File: config.mk
export PLATFORM = sky130hd
export DESIGN_NAME = piece_queue_gen_flat
export DESIGN_NICKNAME = d
export VERILOG_FILES = /design/src/rtl/piece_queue_gen_if.sv /design/src/rtl/piece_queue_gen.sv /design/src/flat_wrapper.sv
export SDC_FILE = /design/constraint.sdc
export NUM_CORES = 1
export LEC_CHECK = 0
export ABC_CLOCK_PERIOD_IN_PS = 4980
export BUFFER_PORTS_ARGS = -buffer_cell sky130_fd_sc_hd__buf_4
export CORE_ASPECT_RATIO = 0.7
export CORE_UTILIZATION = 50
export DETAILED_ROUTE_END_ITERATION = 10
export PLACE_DENSITY = 0.74
export SYNTH_ARGS = -nofsm -noshare
export SYNTH_HDL_FRONTEND = slang
export SYNTH_SLANG_ARGS = --single-unit
File: constraint.sdc
create_clock -name Clk -period 4.98 [get_ports Clk]
set_input_delay 0.498 -clock Clk [delete_from_list [all_inputs] [get_ports Clk]]
set_output_delay 0.498 -clock Clk [all_outputs]
set_load 0.005 [all_outputs]
File: src/rtl/piece_queue_gen_if.sv
// Piece queue generator handshake bundle.
// Consumer side drives take/seed; generator side drives queue view.
interface piece_queue_gen_if #(
   parameter int WIDTH = 3,
   parameter int DEPTH = 3
);
   logic                     take;
   logic                     seed_we;
   logic [WIDTH-1:0]         seed_in;
   logic [WIDTH-1:0]         piece;
   logic                     valid;
   logic [DEPTH*WIDTH-1:0]   preview;
   logic [3:0]               count;

   modport master (
      output take, seed_we, seed_in,
      input  piece, valid, preview, count
   );

   modport slave (
      input  take, seed_we, seed_in,
      output piece, valid, preview, count
   );
endinterface

File: src/rtl/piece_queue_gen.sv
// LFSR-driven symbol generator feeding a small preview queue.
// Out-of-range candidates are skipped; the queue back-pressures the LFSR.
module piece_queue_gen #(
   parameter int               WIDTH       = 3,
   parameter logic [WIDTH-1:0] TAPS        = 3'b110,
   parameter logic [WIDTH-1:0] SEED        = 3'b101,
   parameter int               DEPTH       = 3,
   parameter int               NUM_SYMBOLS = 7
) (
   input logic              Clk,
   input logic              reset_n,
   piece_queue_gen_if.slave bus
);

   logic [WIDTH-1:0] s_q, s_d;
   logic [WIDTH-1:0] q_q [DEPTH];
   logic [WIDTH-1:0] q_d [DEPTH];
   logic [3:0]       count_q, count_d;

   logic [WIDTH-1:0] cand;
   logic [WIDTH-1:0] s_next;
   logic [3:0]       tail;
   logic             accept;
   logic             pop;
   logic             space;
   logic             push;

   assign cand   = s_q - WIDTH'(1);
   assign accept = cand < WIDTH'(NUM_SYMBOLS);
   assign s_next = {s_q[WIDTH-2:0], ^(s_q & TAPS)};
   assign pop    = bus.take & (count_q != 4'd0);
   assign space  = (count_q < 4'(DEPTH)) | pop;
   // A zero state never yields a push; it only reloads SEED.
   assign push   = (s_q != '0) & accept & space;
   assign tail   = count_q - {3'b000, pop};

   always_comb begin
      s_d     = s_q;
      q_d     = q_q;
      count_d = count_q;
      if (bus.seed_we) begin
         s_d     = (bus.seed_in == '0) ? SEED : bus.seed_in;
         count_d = 4'd0;
         for (int i = 0; i < DEPTH; i++) q_d[i] = '0;
      end else begin
         if (s_q == '0)          s_d = SEED;
         else if (!accept)       s_d = s_next;
         else if (space)         s_d = s_next;
         if (pop) begin
            for (int i = 0; i < DEPTH - 1; i++) q_d[i] = q_q[i+1];
            q_d[DEPTH-1] = '0;
         end
         for (int i = 0; i < DEPTH; i++)
            if (push && tail == 4'(i)) q_d[i] = cand;
         count_d = count_q + {3'b000, push} - {3'b000, pop};
      end
   end

   always_ff @(posedge Clk) begin
      if (!reset_n) begin
         s_q     <= SEED;
         count_q <= 4'd0;
         for (int i = 0; i < DEPTH; i++) q_q[i] <= '0;
      end else begin
         s_q     <= s_d;
         count_q <= count_d;
         for (int i = 0; i < DEPTH; i++) q_q[i] <= q_d[i];
      end
   end

   always_comb begin
      bus.preview = '0;
      for (int i = 0; i < DEPTH; i++)
         bus.preview[i*WIDTH +: WIDTH] = q_q[i];
   end

   assign bus.piece = q_q[0];
   assign bus.valid = (count_q != 4'd0);
   assign bus.count = count_q;

endmodule

File: src/flat_wrapper.sv
// flat-port wrapper written by rule: the top's interface ports become plain ports
module piece_queue_gen_flat 
#(
   parameter int               WIDTH       = 3,
   parameter logic [WIDTH-1:0] TAPS        = 3'b110,
   parameter logic [WIDTH-1:0] SEED        = 3'b101,
   parameter int               DEPTH       = 3,
   parameter int               NUM_SYMBOLS = 7
)
  (Clk, reset_n, bus_take, bus_seed_we, bus_seed_in, bus_piece, bus_valid, bus_preview, bus_count);
  piece_queue_gen_if #(.WIDTH(WIDTH), .DEPTH(DEPTH)) bus_i ();
  input logic Clk;
  input logic reset_n;
  input wire logic [$bits(bus_i.take)-1:0] bus_take;
  input wire logic [$bits(bus_i.seed_we)-1:0] bus_seed_we;
  input wire logic [$bits(bus_i.seed_in)-1:0] bus_seed_in;
  output wire logic [$bits(bus_i.piece)-1:0] bus_piece;
  output wire logic [$bits(bus_i.valid)-1:0] bus_valid;
  output wire logic [$bits(bus_i.preview)-1:0] bus_preview;
  output wire logic [$bits(bus_i.count)-1:0] bus_count;
  assign bus_i.take = bus_take;
  assign bus_i.seed_we = bus_seed_we;
  assign bus_i.seed_in = bus_seed_in;
  assign bus_piece = bus_i.piece;
  assign bus_valid = bus_i.valid;
  assign bus_preview = bus_i.preview;
  assign bus_count = bus_i.count;
  piece_queue_gen #(.WIDTH(WIDTH), .TAPS(TAPS), .SEED(SEED), .DEPTH(DEPTH), .NUM_SYMBOLS(NUM_SYMBOLS)) u_core (.Clk(Clk), .reset_n(reset_n), .bus(bus_i));
endmodule
# After elaboration in Yosys (flattened, before gate mapping)
# Index checks and enable logic that the tools add are counted.
[totals]
reg_bits = 16
elab_cells = 41
[op_classes]
bitwise = 5
order_cmp = 2
mux = 9
n_reduce_logical = 13
n_eq_ne = 3
n_addsub = 4
[ops]
columns = ["op", "n"]
rows = [
  ["two-way mux 3 bit", 8],
  ["two-way mux 9 bit", 1],
  ["subtractor 4 x 1 -> 4 bit", 2],
  ["logical NOT 3 bit", 2],
  ["nonzero test 2 bit", 3],
  ["adder 4 x 1 -> 4 bit", 1],
  ["equality test 4 x 1 -> 1 bit (second input constant)", 1],
  ["equality test 4 x 2 -> 1 bit (second input constant)", 1],
  ["logical NOT 4 bit", 1],
  ["less-than comparator 4 x 2 -> 1 bit (second input constant)", 1],
  ["!= test 4 bit (second input constant)", 1],
  ["nonzero test 4 bit", 1],
  ["bitwise AND 1 bit", 3],
  ["logical AND 1 bit", 3],
  ["less-than comparator 3 bit (second input constant)", 1],
  ["nonzero test 3 bit", 1],
  ["XOR reduction 3 bit", 1],
  ["subtractor 3 x 1 -> 3 bit (second input constant)", 1],
  ["OR reduction 2 bit", 1],
  ["NOT 1 bit", 1],
  ["bitwise OR 1 bit", 1],
]

# Logic depth before layout (Yosys ltp)
[logic_depth]
word_depth = 7
ltp_mapped = 13

# Worst setup path before layout
# OpenSTA, ideal clock, no wires.
[synth_timing]
path_type = "register -> register"
startpoint = "register u_core.count_q[2] (netlist: u_core.bus.count[2])"
endpoint = "register u_core.count_q[2] (netlist: u_core.bus.count[2])"
slack_ns = 2.544
path_buffers = 0
t_required_ns = 4.865
setup_time_ns = 0.115
stages_incl_launch_ff = 13
t_arrival_ns = 2.321
period_less_slack_ns = 2.436
cell_sequence = "dfxtp_1 > inv_1 > ha_1 > or3b_4 > nand2_2 > inv_1 > ha_1 > inv_1 > ha_1 > inv_1 > fa_1 > xnor2_1 > nor2_1"
[synth_via]
elab_chain_len = 6
elab_cells_between_ends = 7
classes_between = "add/sub: 2; order compare: 1; bitwise: 3; reduce/logical: 1"
[synth_rtl]
columns = ["element", "line_no", "rtl"]
rows = [
  ["start: declaration", "piece_queue_gen.sv:18", "logic [3:0] count_q, count_d;"],
  ["start signal: assignment", "piece_queue_gen.sv:66", "count_q <= count_d;"],
  ["nonzero test 4 bit *", "--", ""],
  ["net bus_valid", "flat_wrapper.sv:18", "output wire logic [$bits(bus_i.valid)-1:0] bus_valid;"],
  ["bitwise AND 1 bit *", "piece_queue_gen.sv:31", "assign pop = bus.take & (count_q != 4'd0);"],
  ["bitwise OR 1 bit", "piece_queue_gen.sv:32", "assign space = (count_q < 4'(DEPTH)) | pop;"],
  ["bitwise AND 1 bit", "piece_queue_gen.sv:34", "assign push = (s_q != '0) & accept & space;"],
  ["adder 4 x 1 -> 4 bit", "piece_queue_gen.sv:55", "count_d = count_q + {3'b000, push} - {3'b000, pop};"],
  ["subtractor 4 x 1 -> 4 bit *", "piece_queue_gen.sv:55", ""],
]
# The timed path passes the listed nets; every way through them passes the cells marked *.
# A chain may end at the register's enable or synchronous reset.

# Worst setup path in the final report
[layout_timing]
startpoint = "register u_core.count_q[2] (netlist: u_core.bus.count[2])"
endpoint = "register u_core.q_q, in the netlist u_core.bus.piece[0]"
[layout_via]
elab_chain_len = 6
elab_cells_between_ends = 10
classes_between = "add/sub: 1; order compare: 1; mux: 1; bitwise: 3; reduce/logical: 4"
[layout_rtl]
columns = ["element", "line_no", "rtl"]
rows = [
  ["nonzero test 4 bit", "piece_queue_gen.sv:31", ""],
  ["bitwise AND 1 bit", "piece_queue_gen.sv:31", ""],
  ["subtractor 4 x 1 -> 4 bit / bitwise OR 1 bit (equally long branches)", "piece_queue_gen.sv:35, piece_queue_gen.sv:32", ""],
  ["logical NOT 4 bit / bitwise AND 1 bit (equally long branches)", "piece_queue_gen.sv:54, piece_queue_gen.sv:34", ""],
  ["logical AND 1 bit", "piece_queue_gen.sv:54", "if (push && tail == 4'(i)) q_d[i] = cand;"],
  ["two-way mux 3 bit / nonzero test 2 bit (equally long branches)", "--", ""],
  ["end: declaration", "piece_queue_gen.sv:16", "logic [WIDTH-1:0] q_q [DEPTH];"],
]
# Parallel ways exist; a longest one is shown, timed or not.

==> results.tsv <==
metric	value	unit
status	finished, final reports clean	
p_total	752	µW
finalSetupTns	0	ns
first_pass_iters	4	
synthSimpleGateAreaFrac	0.245	
synth.most_common_cell	dfxtp_1	
layout_min_cycle_time	2.77	ns
ys.flop_type	dfxtp_1	
synth.avg_cell_area	9.36	µm²
ys_async_sr_fraction	0	
path_max_fanout	10	
wire_per_inst	13.6	µm
layout_setup_ws	2.21	ns
tightestPinTransition	0.855	ns
cts-root-buf	clkbuf_4	
drive_above_1_share	0.271	
syn2layout_area_growth	19.2	%
synthMuxAreaShare	0.153	
critPathCaptureType	flip-flop	
crit_slowest_cell	nor4_4	
cts_max_path_buffers	2	
rows	13	
syn_inst	117	
cts_tree	done	
post_cts_resized	0	
critical_path.max_stage_delay	0.43	ns
synthDominantCellAreaShare	0.293	
clock.fmax	361	MHz
antenna-diode-count	0	
num_vias	841	
grt_overflow_total	0	
timing.max_cap.violations	0	
grt_max_degree	14	
die_y	41.2	µm
gp_congestion	0.811	
cts_buffers	3	
hpwl	1760	µm
relSlewSlack	0.429	
syn_area	1090	µm²
syn-num-nets	136	
synth_edf_count	0	
viasPerCell	5.19	
synth_compound_gate_area_share	0.0571	
core_area	1950	µm²
clkLatencyLatePin	0.29	ns
yosysTopAreaCell	dfxtp_1	
grt_util_all_layers	0.198	
max-vdd-ir-drop	0.000235	V
htreeDepth	1	
antenna_found_initial	0	
ant_nets	0	
cts.sinks	16	
clk_pin_slew_worst_paths	0.10	ns
hold_viol	0	
ctsHoldBuffers	0	
leakagePower	0.000605	µW
grt_first_pass_wirelength	3330	µm
critPathKind	flip-flop to flip-flop	
nets	160	
worst_setup_path_start_kind	flip-flop	
drt_iter0_markers	25	
min-delay-path-class	primary input to flip-flop	
slew_viol_final	0	
grt_pass1_vias	745	
drt-total-wl	2200	µm
n_fill_cell	163	
synth-xor-area-share	0.0400	
finClkSkew	0.00651	ns
drc	0	
ys_seq_area_frac	0.293	
initial_core_util	0.561	
setup_viol	0	
crit_family	simple AND/OR/NAND/NOR gates	
fin_hold_ws	0.398	ns
die_width	57.9	µm
multi_input_area	699	µm²
grt_setup_unrepaired	false	
critPathBufInv	2	
yosys_warnings	0	
post-route-period-util	0.556	
synth_fa_ha_area_frac	0.144	
ff_latch_area	320	µm²
cp_data_required_time	5.19	ns
arrival	2.98	ns
synth_common_cells	dfxtp_1, nand2_1, inv_1, ha_1, mux2i_1	
powerDensity	576	nW/µm²
dieArea	2380	µm²
place_ws	2.22	ns
path_cells	inv_1, ha_1, or3b_4, nand2_2, inv_1, ha_1, o21ai_1, xnor2_1, nor4_4, mux2i_1	
synthDistinctLibCells	32	
post-cts-setup-buffers	0	
port_buffers	23	
ys_ff_latch	16	
synth_area_leaders	dfxtp_1, ha_1, mux2i_1, nor4_4, nand2_1	
num_io_pins	24	
synth_top_family_by_area	simple AND/OR/NAND/NOR gates	
## worst reg2reg max path, delay by kind of cell, from the launching register on
family | cells | cell delay [ns]
and+or+nand+nor | 3 | 1.03
muxes | 1 | 0.28
AOI/OAI and AO/OA | 1 | 0.17
DFF | 1 | 0.34
buffers and inverters | 2 | 0.24
xor gates and xnor gates | 1 | 0.21
adders and majority gates | 2 | 0.42
## kinds of logic (layout without fill, tap and decap cells)
group	Yosys count	count (layout)
fa+ha+maj	12	12
flops	16	16
mux	16	16
simple gates	41	41
buf+inv	17	40
xor+xnor	5	5
compound gates	10	10
## path summary, 6_finish.rpt
kind                                 startpoint                            endpoint  slack (ns)  cells after the start
max              u_core.bus.count[2]$_SDFF_PP0_    u_core.bus.piece[0]$_SDFFE_PP0P_        2.21                     10
min                                     reset_n          u_core.s_q[0]$_SDFFE_PN1P_        0.40                      2
max reg2reg      u_core.bus.count[2]$_SDFF_PP0_    u_core.bus.piece[0]$_SDFFE_PP0P_        2.21                     10
min reg2reg  u_core.bus.preview[8]$_SDFFE_PP0P_  u_core.bus.preview[8]$_SDFFE_PP0P_        0.50                      2
## layer usage
metal	part of all wire	GRT usage	routed length, µm
met1	0.48	0.238	1060
met2	0.47	0.345	1030
met3	0.037	0.0599	81
met4	0.015	0.0714	34
met5	0	0	0
## registers in the layout, indices dropped and copies added, names as in the netlist
name,flops
u_core.s_q,3
u_core.bus.piece,3
u_core.bus.count,4
u_core.bus.preview,6
## metrics by stage
stage / utilization / std cells / cell area, µm²
4_1_cts: 0.669 / 162 / 1310
3_5_place_dp: 0.650 / 158 / 1270
2_1_floorplan: - / 117 / 1090
6_report: 0.669 / 162 / 1310
5_1_grt: 0.669 / 162 / 1310
3_3_place_gp: 0.650 / 158 / 1270
## final cells by class
class / count / area share
multi-input cells: 84 / 0.536
flip-flops and latches: 16 / 0.245
repair buffers: 23 / 0.132
inverters: 13 / 0.0374
clock buffers: 4 / 0.0278
well taps: 22 / 0.0211
## power by group
part | switching (µW) | total, µW | internal, µW
registers | 26.5 | 182 | 156
logic | 251 | 482 | 231
clock network | 43.3 | 87.8 | 44.5
total | 320 | 752 | 432
## cell usage in the layout (no fill, tap or decap), types with 2 or more instances in the layout
cell type	Yosys	layout
mux2i_1	10	10
nor2_1	7	7
ha_1	11	11
mux2_2	4	4
clkbuf_4	0	3
buf_4	3	23
nand2b_1	4	4
inv_1	13	13
xnor2_1	4	4
nand3_1	3	3
mux2_1	2	2
nand2_1	14	14
dfxtp_1	16	16
nor4_4	3	3
a21oi_1	3	3
o21ai_0	2	2
and2_1	2	2
Power figures use the tool's default switching activity.
